[src/rtl/ret_stack_if.sv]
// Call/return handshake between the program counter and the return-address stack.
// The stack drives the top-of-stack address and its fill/error status.
interface ret_stack_if #(
   parameter int INSTR_ADDR_SIZE = 6,
   parameter int STACK_DEPTH     = 8
);
   localparam int CW = $clog2(STACK_DEPTH + 1);

   logic                       call;
   logic                       ret;
   logic [INSTR_ADDR_SIZE-1:0] pc_addr;
   logic [INSTR_ADDR_SIZE-1:0] ret_addr;
   logic [CW-1:0]              count;
   logic                       empty;
   logic                       full;
   logic                       overflow;
   logic                       underflow;

   modport master (
      output call, ret, pc_addr,
      input  ret_addr, count, empty, full, overflow, underflow
   );

   modport slave (
      input  call, ret, pc_addr,
      output ret_addr, count, empty, full, overflow, underflow
   );
endinterface

[src/rtl/ret_stack.sv]
// Return-address stack feeding the program counter; the top entry is presented
// combinationally so a ret can load it on the same edge that pops it.
module ret_stack #(
   parameter int INSTR_ADDR_SIZE = 6,
   parameter int STACK_DEPTH     = 8
) (
   input logic         clk,
   input logic         rst,
   ret_stack_if.slave  bus
);
   localparam int CW = $clog2(STACK_DEPTH + 1);
   localparam int AW = $clog2(STACK_DEPTH);

   logic [INSTR_ADDR_SIZE-1:0] mem [0:STACK_DEPTH-1];

   logic [CW-1:0]              count_reg, count_next;
   logic                       overflow_reg, overflow_next;
   logic                       underflow_reg, underflow_next;
   logic                       wr_en;
   logic [AW-1:0]              wr_idx;
   logic [AW-1:0]              top_idx;
   logic [INSTR_ADDR_SIZE-1:0] push_val;
   logic                       empty_w, full_w;

   assign empty_w  = (count_reg == '0);
   assign full_w   = (count_reg == CW'(STACK_DEPTH));
   assign top_idx  = AW'(count_reg - CW'(1));
   assign push_val = bus.pc_addr + INSTR_ADDR_SIZE'(1);

   always_comb begin
      count_next     = count_reg;
      overflow_next  = overflow_reg;
      underflow_next = underflow_reg;
      wr_en          = 1'b0;
      wr_idx         = AW'(count_reg);
      case ({bus.call, bus.ret})
         2'b10: begin
            if (full_w) begin
               overflow_next = 1'b1;
            end else begin
               wr_en      = 1'b1;
               count_next = count_reg + CW'(1);
            end
         end
         2'b01: begin
            if (empty_w) underflow_next = 1'b1;
            else         count_next     = count_reg - CW'(1);
         end
         2'b11: begin
            // Pop then push: the freed slot means a full stack can never overflow here.
            wr_en = 1'b1;
            if (empty_w) begin
               underflow_next = 1'b1;
               wr_idx         = '0;
               count_next     = CW'(1);
            end else begin
               wr_idx = top_idx;
            end
         end
         default: ;
      endcase
   end

   always_ff @(posedge clk) begin
      if (rst) begin
         count_reg     <= '0;
         overflow_reg  <= 1'b0;
         underflow_reg <= 1'b0;
      end else begin
         count_reg     <= count_next;
         overflow_reg  <= overflow_next;
         underflow_reg <= underflow_next;
      end
   end

   // Entry contents carry no reset; count alone decides which entries are live.
   always_ff @(posedge clk) begin
      if (!rst && wr_en) mem[wr_idx] <= push_val;
   end

   assign bus.ret_addr  = empty_w ? '0 : mem[top_idx];
   assign bus.count     = count_reg;
   assign bus.empty     = empty_w;
   assign bus.full      = full_w;
   assign bus.overflow  = overflow_reg;
   assign bus.underflow = underflow_reg;
endmodule

[src/flat_wrapper.sv]
// flat-port wrapper written by rule: the top's interface ports become plain ports
module ret_stack_flat 
#(
   parameter int INSTR_ADDR_SIZE = 6,
   parameter int STACK_DEPTH     = 8
)
  (clk, rst, bus_call, bus_ret, bus_pc_addr, bus_ret_addr, bus_count, bus_empty, bus_full, bus_overflow, bus_underflow);
  ret_stack_if #(.INSTR_ADDR_SIZE(INSTR_ADDR_SIZE), .STACK_DEPTH(STACK_DEPTH)) bus_i ();
  input logic clk;
  input logic rst;
  input wire logic [$bits(bus_i.call)-1:0] bus_call;
  input wire logic [$bits(bus_i.ret)-1:0] bus_ret;
  input wire logic [$bits(bus_i.pc_addr)-1:0] bus_pc_addr;
  output wire logic [$bits(bus_i.ret_addr)-1:0] bus_ret_addr;
  output wire logic [$bits(bus_i.count)-1:0] bus_count;
  output wire logic [$bits(bus_i.empty)-1:0] bus_empty;
  output wire logic [$bits(bus_i.full)-1:0] bus_full;
  output wire logic [$bits(bus_i.overflow)-1:0] bus_overflow;
  output wire logic [$bits(bus_i.underflow)-1:0] bus_underflow;
  assign bus_i.call = bus_call;
  assign bus_i.ret = bus_ret;
  assign bus_i.pc_addr = bus_pc_addr;
  assign bus_ret_addr = bus_i.ret_addr;
  assign bus_count = bus_i.count;
  assign bus_empty = bus_i.empty;
  assign bus_full = bus_i.full;
  assign bus_overflow = bus_i.overflow;
  assign bus_underflow = bus_i.underflow;
  ret_stack #(.INSTR_ADDR_SIZE(INSTR_ADDR_SIZE), .STACK_DEPTH(STACK_DEPTH)) u_core (.clk(clk), .rst(rst), .bus(bus_i));
endmodule
[config.mk]
export PLATFORM = sky130hd
export DESIGN_NAME = ret_stack_flat
export DESIGN_NICKNAME = d
export VERILOG_FILES = /design/src/rtl/ret_stack_if.sv /design/src/rtl/ret_stack.sv /design/src/flat_wrapper.sv
export SDC_FILE = /design/constraint.sdc
export NUM_CORES = 1
export LEC_CHECK = 0
export CAP_MARGIN = 20
export CORE_ASPECT_RATIO = 2
export CORE_MARGIN = 5
export CORE_UTILIZATION = 30
export DETAILED_ROUTE_END_ITERATION = 7
export HOLD_SLACK_MARGIN = 0.08
export PLACE_DENSITY = 0.55
export SLEW_MARGIN = 15
export SYNTH_ARGS = -nofsm -noshare
export SYNTH_HDL_FRONTEND = slang
export SYNTH_SLANG_ARGS = --single-unit
[constraint.sdc]
create_clock -name clk -period 3.3 [get_ports clk]
set_input_delay 0.495 -clock clk [delete_from_list [all_inputs] [get_ports clk]]
set_output_delay 0.495 -clock clk [all_outputs]
set_load 0.03 [all_outputs]
; ---- After elaboration in Yosys (flattened, before gate mapping)
; Memory sizes are Yosys's and may differ from the RTL's.
; Cells that the tools add are included.
[totals]
memories = 1
input_bits = 10
ram_bits = 48
word_cells = 33
output_inout_bits = 14
regBits = 6
[memory_table]
columns = memory, words, word_bits, rd, rd_ports_with_merged_regs, write_ports, line
row1 = u_core.mem, 8, 6, 1, 0, 1, ret_stack.sv:14  ; logic [INSTR_ADDR_SIZE-1:0] mem [0:STACK_DEPTH-1];
[classes]
reduce_logical = 8
mux = 11
n_eq_ne = 7
n_addsub = 3
[ops]
columns = op, count
row1 = 4-bit 2-to-1 mux, 3
row2 = 4-bit one-hot mux with 3 select lines, 1
row3 = 6-bit by 1-bit adder with 6-bit output (second input constant), 1
row4 = 3-bit 2-to-1 mux, 2
row5 = 6-bit 2-to-1 mux, 1
row6 = 4-bit by 1-bit adder with 4-bit output (second input constant), 1
row7 = 2-bit equality test (second input constant), 2
row8 = 4-bit equality test (second input constant), 1
row9 = 4-bit zero test, 1
row10 = 2-bit != test (second input constant), 2
row11 = 2-bit AND reduction, 2
row12 = 4-bit AND reduction, 1
row13 = 4-bit by 1-bit subtractor with 4-bit output (second input constant), 1
row14 = 1-bit 2-to-1 mux, 3
row15 = 3-bit nonzero test, 1
row16 = 2-bit by 1-bit equality test with 1-bit output (second input constant), 1
row17 = 2-bit by 1-bit != test with 1-bit output (second input constant), 1
row18 = 1-bit one-hot mux with 2 select lines, 1
row19 = 2-bit OR reduction, 1
row20 = 1-bit logical AND, 1
row21 = 1-bit zero test, 1

; ---- Logic depth before layout (Yosys ltp)
; Gate-level depths: netlist of run 1.
[depth]
ltp_word = 6
mapped_depth = 8

; ---- Least setup slack after synthesis of run 1
; Ideal clock, no wire load.
[synth_path]
path_type = reg-to-reg
from = register u_core.count_reg[0] (netlist: u_core.bus.count[0])
to = memory u_core.mem[5][0] (enable)
required_time_ps = 2923
setup_ps = 377
slack_ps = 628
path_stages_with_launch = 9
arrival_ps = 2295
path_cell_list = dfxtp_1 -> buf_2 -> inv_1 -> ha_1 -> nor3b_2 -> buf_6 -> nor3_1 -> a21oi_1 -> nor3_1
[synth_lines]
columns = element, line
row1 = start: declaration, ret_stack.sv:16  ; logic [CW-1:0] count_reg, count_next;
row2 = start signal: assignment, ret_stack.sv:70  ; count_reg <= count_next;
row3 = 4-bit zero test, ret_stack.sv:25  ; assign empty_w = (count_reg == '0);
row4 = named net bus_empty, flat_wrapper.sv:16  ; output wire logic [$bits(bus_i.empty)-1:0] bus_empty;
row5 = 3-bit 2-to-1 mux, ret_stack.sv:52  ; if (empty_w) begin
row6 = 3-bit 2-to-1 mux, ret_stack.sv:36  ; case ({bus.call, bus.ret})
row7 = end: declaration, ret_stack.sv:14
; The timed path passes the listed nets, and every way through them passes these cells.

; ---- Worst setup path in the final report of run 1
[layout_path]
from = register u_core.count_reg[1] (netlist: u_core.bus.count[1])
to = output port bus_ret_addr[5]
[layout_via]
elab_chain_cells = 3
[layout_rtl]
columns = element, line
row1 = 4-bit by 1-bit subtractor with 4-bit output, ret_stack.sv:27  ; assign top_idx = AW'(count_reg - CW'(1));
row2 = memory 8 x 6 bit, --
row3 = 6-bit 2-to-1 mux (*), ret_stack.sv:81  ; assign bus.ret_addr = empty_w ? '0 : mem[top_idx];
row4 = end: declaration, flat_wrapper.sv:14  ; output wire logic [$bits(bus_i.ret_addr)-1:0] bus_ret_addr;
; Every way passes the cells marked *; elsewhere a longest branch is shown, timed or not.

==> reports/metrics.csv, run 1 <==
stage,metric,value,unit
routing,drt_iter0_markers,49,
timing,slew_headroom,55.42,%
layout,largest_reg_flops,48,
logic_synthesis,synthMuxAreaShare,14.10,%
timing,clock.fmax,321.7,MHz
hold_path,min_path_type,register to register,
power,power_density,763.6,nW/um^2
timing,setup_tns,0,ns
logic_synthesis,synth_commonest_cells,"edfxtp_1, nor2_1, mux4_2, nor3_1, a21oi_1",
logic_synthesis,synth_flop_cell,edfxtp_1,
job,max-cap-violations,0,
cts,clk_pin_slew,0.07,ns
setup_path,cp.required,2.80,ns
floorplanning,fp.dieH,139.6,um
routing,drc_errors,0,
timing,worst_slew_pin_slew,0.6639,ns
global_route,grt.total_usage,10.82,%
floorplanning,coreArea,8233,um^2
floorplanning,pin_count,24,
floorplanning,start_util,30.61,%
logic_synthesis,yosysMostFrequentCell,edfxtp_1,
global_route,grt_pass1_vias,1505,
routing,routed_wl,5.211,mm
logic_synthesis,yosys.cell_types.count,38,
power,ir_worst_vdd,0.3561,mV
timing,period_needed,3.109,ns
status,status,completed,
timing,setup_viol,0,
setup_path,slowest_delay,0.59,ns
setup_path,path_class,register to primary output,
logic_synthesis,ys_top_cells_by_area,"edfxtp_1, mux4_2, dfxtp_1, mux2i_1, nor3_1",
routing,vias,1493,
logic_synthesis,ys_ff_latch,54,
floorplanning,fp.dieW,74.81,um
setup_path,crit_path_end_kind,primary output,
logic_synthesis,synth_simple_gate_area_share,9.980,%
logic_synthesis,synth_compound_gate_area_share,5.859,%
power,p_leak,0.001031,uW
layout,nets,214,
floorplanning,die_area,10440,um^2
global_route,grt_pass1_wl,8.017,mm
placement,port_buffers,23,
placement,pre_cts_slack,0.3332,ns
timing,fin_crit_sh,94.20,%
logic_synthesis,synth-edff-count,48,
setup_path,crit_path_start_kind,register,
routing,avgViaCountPerCell,4.993,
setup_path,crit_path_max_fanout,12,
cts,cts-buffers-inserted,5,
timing,final-max-slew-violation-count,0,
routing,drt_pass1_iterations,4,
logic_synthesis,synth_xor_area_share,2.830,%
logic_synthesis,synth_nets,180,
logic_synthesis,yosysWarnings,0,
cts,cts_tree,yes,
setup_path,cp_num_buf_inv,2,
floorplanning,num_rows,47,
logic_synthesis,syn_area,2520,um^2
setup_path,worstPathArrival,2.61,ns
logic_synthesis,ys_seq_area_share,61.97,%
timing,setup_ws,0.1915,ns
setup_path,cp_cell_sequence,inv_1 > ha_2 > mux4_2 > mux2i_1 > nor2_1 > clkdlybuf4s50_1,
timing,hold_viol,0,
layout,num_antenna_cells,0,
routing,wl_per_cell,17.43,um
setup_path,cp_slowest_cell,clkdlybuf4s50_1,
layout,drive_gt1_share,20.90,%
layout,syn_to_final_growth,20.90,%
placement,place_congestion,0.7565,
logic_synthesis,synth.avg_cell_area,15.18,um^2
cts,numClockSinks,54,
timing,clock-skew-final,0.004504,ns
logic_synthesis,synth_top_area_cell,edfxtp_1,
timing,rsz0062_at_grt,no,
logic_synthesis,netlist.area_leader.share,57.20,%
routing,final_antenna_net_count,0,
cts,clk_latency,0.29,ns
global_route,grt_max_degree,23,
logic_synthesis,syn-instance-count,166,
global_route,antenna_found_initial,0,
logic_synthesis,synth_top_family_by_area,multiplexers,
logic_synthesis,synthAdderAreaFrac,1.986,%
global_route,gr-total-overflow,0,
cts,clockBufferDepth,2,
layout,fillCellCount,833,
cts,post-cts-setup-buffer-count,0,
cts,cts_root_buffer,clkbuf_16,
placement,dp_hpwl,3.797,mm
setup_path,path_delay_family,buffers and inverters,
cts,htreeDepth,2,
logic_synthesis,async_flop_share,0,%
==> worst min-delay path: cells and delay by family, from the launching register on <==
family	cells	cell delay (ns)
flops	1	0.33
simple gates	1	0.07
compound gates	1	0.04
==> where the power goes <==
group / leakage [uW] / total, uW / switching, uW / internal, uW
clock: 0.0000698 / 513 / 232 / 281
combinational: 0.000478 / 978 / 546 / 432
sequential: 0.000483 / 835 / 36.4 / 799
==> final timing paths <==
kind | end | cells past startpoint | startpoint | slack [ns]
worst max-delay path | bus_ret_addr[5] | 6 | u_core.bus.count[1] | 0.19
worst min-delay path | u_core.bus.underflow | 2 | u_core.bus.underflow | 0.47
worst max register to register | u_core.mem[5][1] | 8 | u_core.bus.count[1] | 0.98
worst min register to register | u_core.bus.underflow | 2 | u_core.bus.underflow | 0.47
==> cell usage in the layout, fill, tap and decap left out, types with 2 or more instances in the layout <==
| master | instances |
|---|---|
| nand3_1 | 3 |
| dfxtp_1 | 6 |
| a31oi_1 | 2 |
| a21oi_1 | 8 |
| edfxtp_1 | 48 |
| a21o_1 | 2 |
| a311oi_1 | 2 |
| xnor2_1 | 2 |
| nand2_1 | 3 |
| nor2b_1 | 2 |
| ha_1 | 3 |
| buf_4 | 15 |
| nor3b_1 | 2 |
| inv_1 | 4 |
| mux2i_1 | 7 |
| xor2_1 | 3 |
| mux4_2 | 12 |
| clkbuf_16 | 5 |
| o21ai_0 | 5 |
| nor2_1 | 13 |
| clkdlybuf4s50_1 | 21 |
| nor3_1 | 12 |
| nand3b_1 | 2 |
==> layout make-up <==
| class | instances | area [um^2] | share of cell area [%] |
|---|---|---|---|
| clock inverter | 3 | 21.27 | 0.6982 |
| multi-input combinational | 99 | 878.3 | 28.83 |
| timing repair buffer | 36 | 322.8 | 10.60 |
| sequential | 54 | 1562 | 51.25 |
| inverter | 4 | 15.01 | 0.4928 |
| clock buffer | 5 | 125.1 | 4.107 |
| tap | 98 | 122.6 | 4.025 |
==> metal layers <==
layer | track usage, % | routed length (um) | vias to the layer above
li1 | - | - | 713
met1 | 10.44 | 1843 | 745
met2 | 20.74 | 3056 | 28
met3 | 2.094 | 193 | 7
met4 | 4.784 | 118 | 0
met5 | 0 | 0 | -
==> timing repair <==
| item | 4_1_cts | 5_1_grt |
|---|---|---|
| setup endpoints to repair | 0 | 4 |
| hold buffers | 0 | 0 |
| gates resized for setup | 0 | 1 |
| endpoints found under the hold margin | 0 | 0 |
==> cell families (layout without fill, tap and decap cells) <==
family          Yosys count  in the layout
compound gates           24             24
xor+xnor                  6              6
buf+inv                  13             48
simple gates             45             45
fa+ha+maj                 4              4
flops                    54             54
mux                      20             20
==> through the flow <==
step                      cell area [um^2]  power, uW  std cells  hold slack [ns]  util [%]
after global placement                2898       1843        291           0.4561     35.20
after CTS                             3044       2361        299           0.4719     36.98
final                                 3047       2326        299           0.4659     37.01
after detailed placement              2898       1850        291           0.4545     35.20
after global routing                  3047       2453        299           0.5002     37.01
after floorplan                       2520       1535        166           0.5671         -
(Power assumes the default switching activity.)
==> run 2, diff against run 1 <==
--- a/config.mk
+++ b/config.mk
@@ -6,7 +6,7 @@
 export NUM_CORES = 1
 export LEC_CHECK = 0
 export CAP_MARGIN = 20
-export CORE_ASPECT_RATIO = 2
+export CORE_ASPECT_RATIO = 1.1
 export CORE_MARGIN = 5
 export CORE_UTILIZATION = 30
 export DETAILED_ROUTE_END_ITERATION = 7
@@ -16,3 +16,4 @@
 export SYNTH_ARGS = -nofsm -noshare
 export SYNTH_HDL_FRONTEND = slang
 export SYNTH_SLANG_ARGS = --single-unit
+export TNS_END_PERCENT = 1
==> run 2 against run 1 <==
Net effect:
- clock power down 14%
- sequential share of layout area about the same
- final area about the same
- non-clock buffer count up 2
- clock skew down 0.0023 ns
- worst hold slack better by 0.0094 ns
- clock-buffer cell count up 1
- cell count up 5.0%
- sequential power up 0.6%
- first-iteration DRC count up 98%
- critical path depth up 1
- die area down 1.0%
==> reports/metrics.csv, run 2 (synthesis results as in run 1) <==
stage,metric,value,unit
routing,routed_wl,5.171,mm
layout,nets,216,
timing,hold_viol,0,
cts,post_cts_resized,0,
timing,period_needed,3.094,ns
setup_path,cp.required,2.80,ns
floorplanning,coreArea,8277,um^2
timing,setup_tns,0,ns
routing,final_antenna_net_count,0,
layout,syn_to_final_growth,20.80,%
cts,postCtsHoldBufs,0,
global_route,grt_max_degree,23,
cts,cts_root_buffer,clkbuf_8,
layout,final_area,3044,um^2
timing,worst_slew_pin_slew,0.6841,ns
timing,clock-skew-final,0.002237,ns
placement,placed_cells,306,
cts,clk_pin_slew,0.09,ns
cts,clockBufferDepth,2,
placement,place_congestion,0.7755,
floorplanning,fp.dieH,106.1,um
cts,cts-buffers-inserted,5,
setup_path,worstPathArrival,2.60,ns
global_route,gr-total-overflow,0,
layout,drive_gt1_share,19.70,%
status,status,completed,
cts,cts_tree,yes,
routing,drt_iter0_markers,97,
routing,drt_pass1_iterations,4,
routing,avgViaCountPerCell,4.748,
job,max-cap-violations,0,
layout,final_cell_mix,"edfxtp_1, clkdlybuf4s50_1, buf_4",
timing,fin_crit_sh,93.77,%
timing,clock.fmax,323.2,MHz
layout,final_common_cell,edfxtp_1,
routing,drc_errors,0,
layout,largest_reg_flops,48,
timing,slew_headroom,54.06,%
placement,dp_hpwl,3.602,mm
power,ir_worst_vdd,0.2121,mV
setup_path,path_class,register to primary output,
global_route,grt_pass1_vias,1520,
layout,final_cells,314,
setup_path,crit_path_max_fanout,10,
setup_path,crit_path_end_kind,primary output,
floorplanning,start_util,30.45,%
floorplanning,fp.dieW,97.39,um
placement,port_buffers,23,
setup_path,crit_path_start_kind,register,
cts,htreeDepth,2,
power,p_leak,0.001020,uW
global_route,antenna_found_initial,0,
layout,num_antenna_cells,0,
cts,post-cts-setup-buffer-count,0,
placement,post_dp_cell_area,2934,um^2
power,power_density,745.8,nW/um^2
floorplanning,num_rows,35,
global_route,grt_pass1_wl,8.383,mm
cts,clk_latency,0.30,ns
timing,rsz0062_at_grt,no,
floorplanning,die_area,10330,um^2
timing,final-max-slew-violation-count,0,
routing,vias,1491,
hold_path,min_path_type,register to register,
global_route,grt.total_usage,10.47,%
timing,setup_viol,0,
routing,wl_per_cell,16.47,um
floorplanning,pin_count,24,
cts,numClockSinks,54,
[run 2: path summary, 6_finish.rpt]
kind,startpoint,to,slack [ns],cells past startpoint
worst min-delay path,u_core.bus.underflow,u_core.bus.underflow,0.48,2
worst max register to register,u_core.bus.count[1],u_core.mem[7][5],0.78,8
worst min register to register,u_core.bus.underflow,u_core.bus.underflow,0.48,2
worst max-delay path,u_core.bus.count[1],bus_ret_addr[0],0.21,7
[run 2: metal layers]
| metal | wire length [um] | up-vias | global-route usage [%] | share of wire [%] |
|---|---|---|---|---|
| met5 | 0 | - | 0 | 0 |
| met4 | 104 | 0 | 3.660 | 2.0 |
| met3 | 205 | 11 | 2.493 | 4.0 |
| met2 | 2494 | 35 | 17.24 | 48 |
| met1 | 2367 | 729 | 13.50 | 46 |
| li1 | - | 716 | - | - |
[run 2: stage by stage]
| step | utilization (%) | power, uW | worst slack [ns] | hold slack (ns) |
|---|---|---|---|---|
| floorplan | - | 1535 | 0.6281 | 0.5671 |
| global placement | 35.45 | 1854 | 0.5964 | 0.4474 |
| detailed placement | 35.45 | 1862 | 0.5171 | 0.4595 |
| CTS | 36.78 | 2301 | 0.1773 | 0.4836 |
| global route | 36.78 | 2397 | 0.07728 | 0.5193 |
| finish | 36.78 | 2270 | 0.2058 | 0.4753 |
[run 2: power by group]
part | switching, uW | internal, uW | total (uW) | leakage (uW)
Clock | 215 | 227 | 441 | 0.0000514
Sequential | 42.0 | 798 | 840 | 0.000483
Combinational | 549 | 440 | 989 | 0.000486
Total | 806 | 1460 | 2270 | 0.00102
[run 2: final cells by class]
| type | instances | area [um^2] |
|---|---|---|
| fill | 775 | 5233 |
| sequential | 54 | 1562 |
| multi-input combinational | 99 | 875.8 |
| timing repair buffer | 38 | 342.8 |
| tap | 111 | 138.9 |
| clock buffer | 6 | 72.57 |
| clock inverter | 2 | 37.54 |
| inverter | 4 | 15.01 |
[run 2: worst max-delay path, stage by stage (launching register included)]
cell	delay (ns)
dfxtp_1	0.49
inv_1	0.13
ha_1	0.31
buf_4	0.20
mux4_2	0.34
mux2i_1	0.16
nor2_1	0.06
clkdlybuf4s50_1	0.60
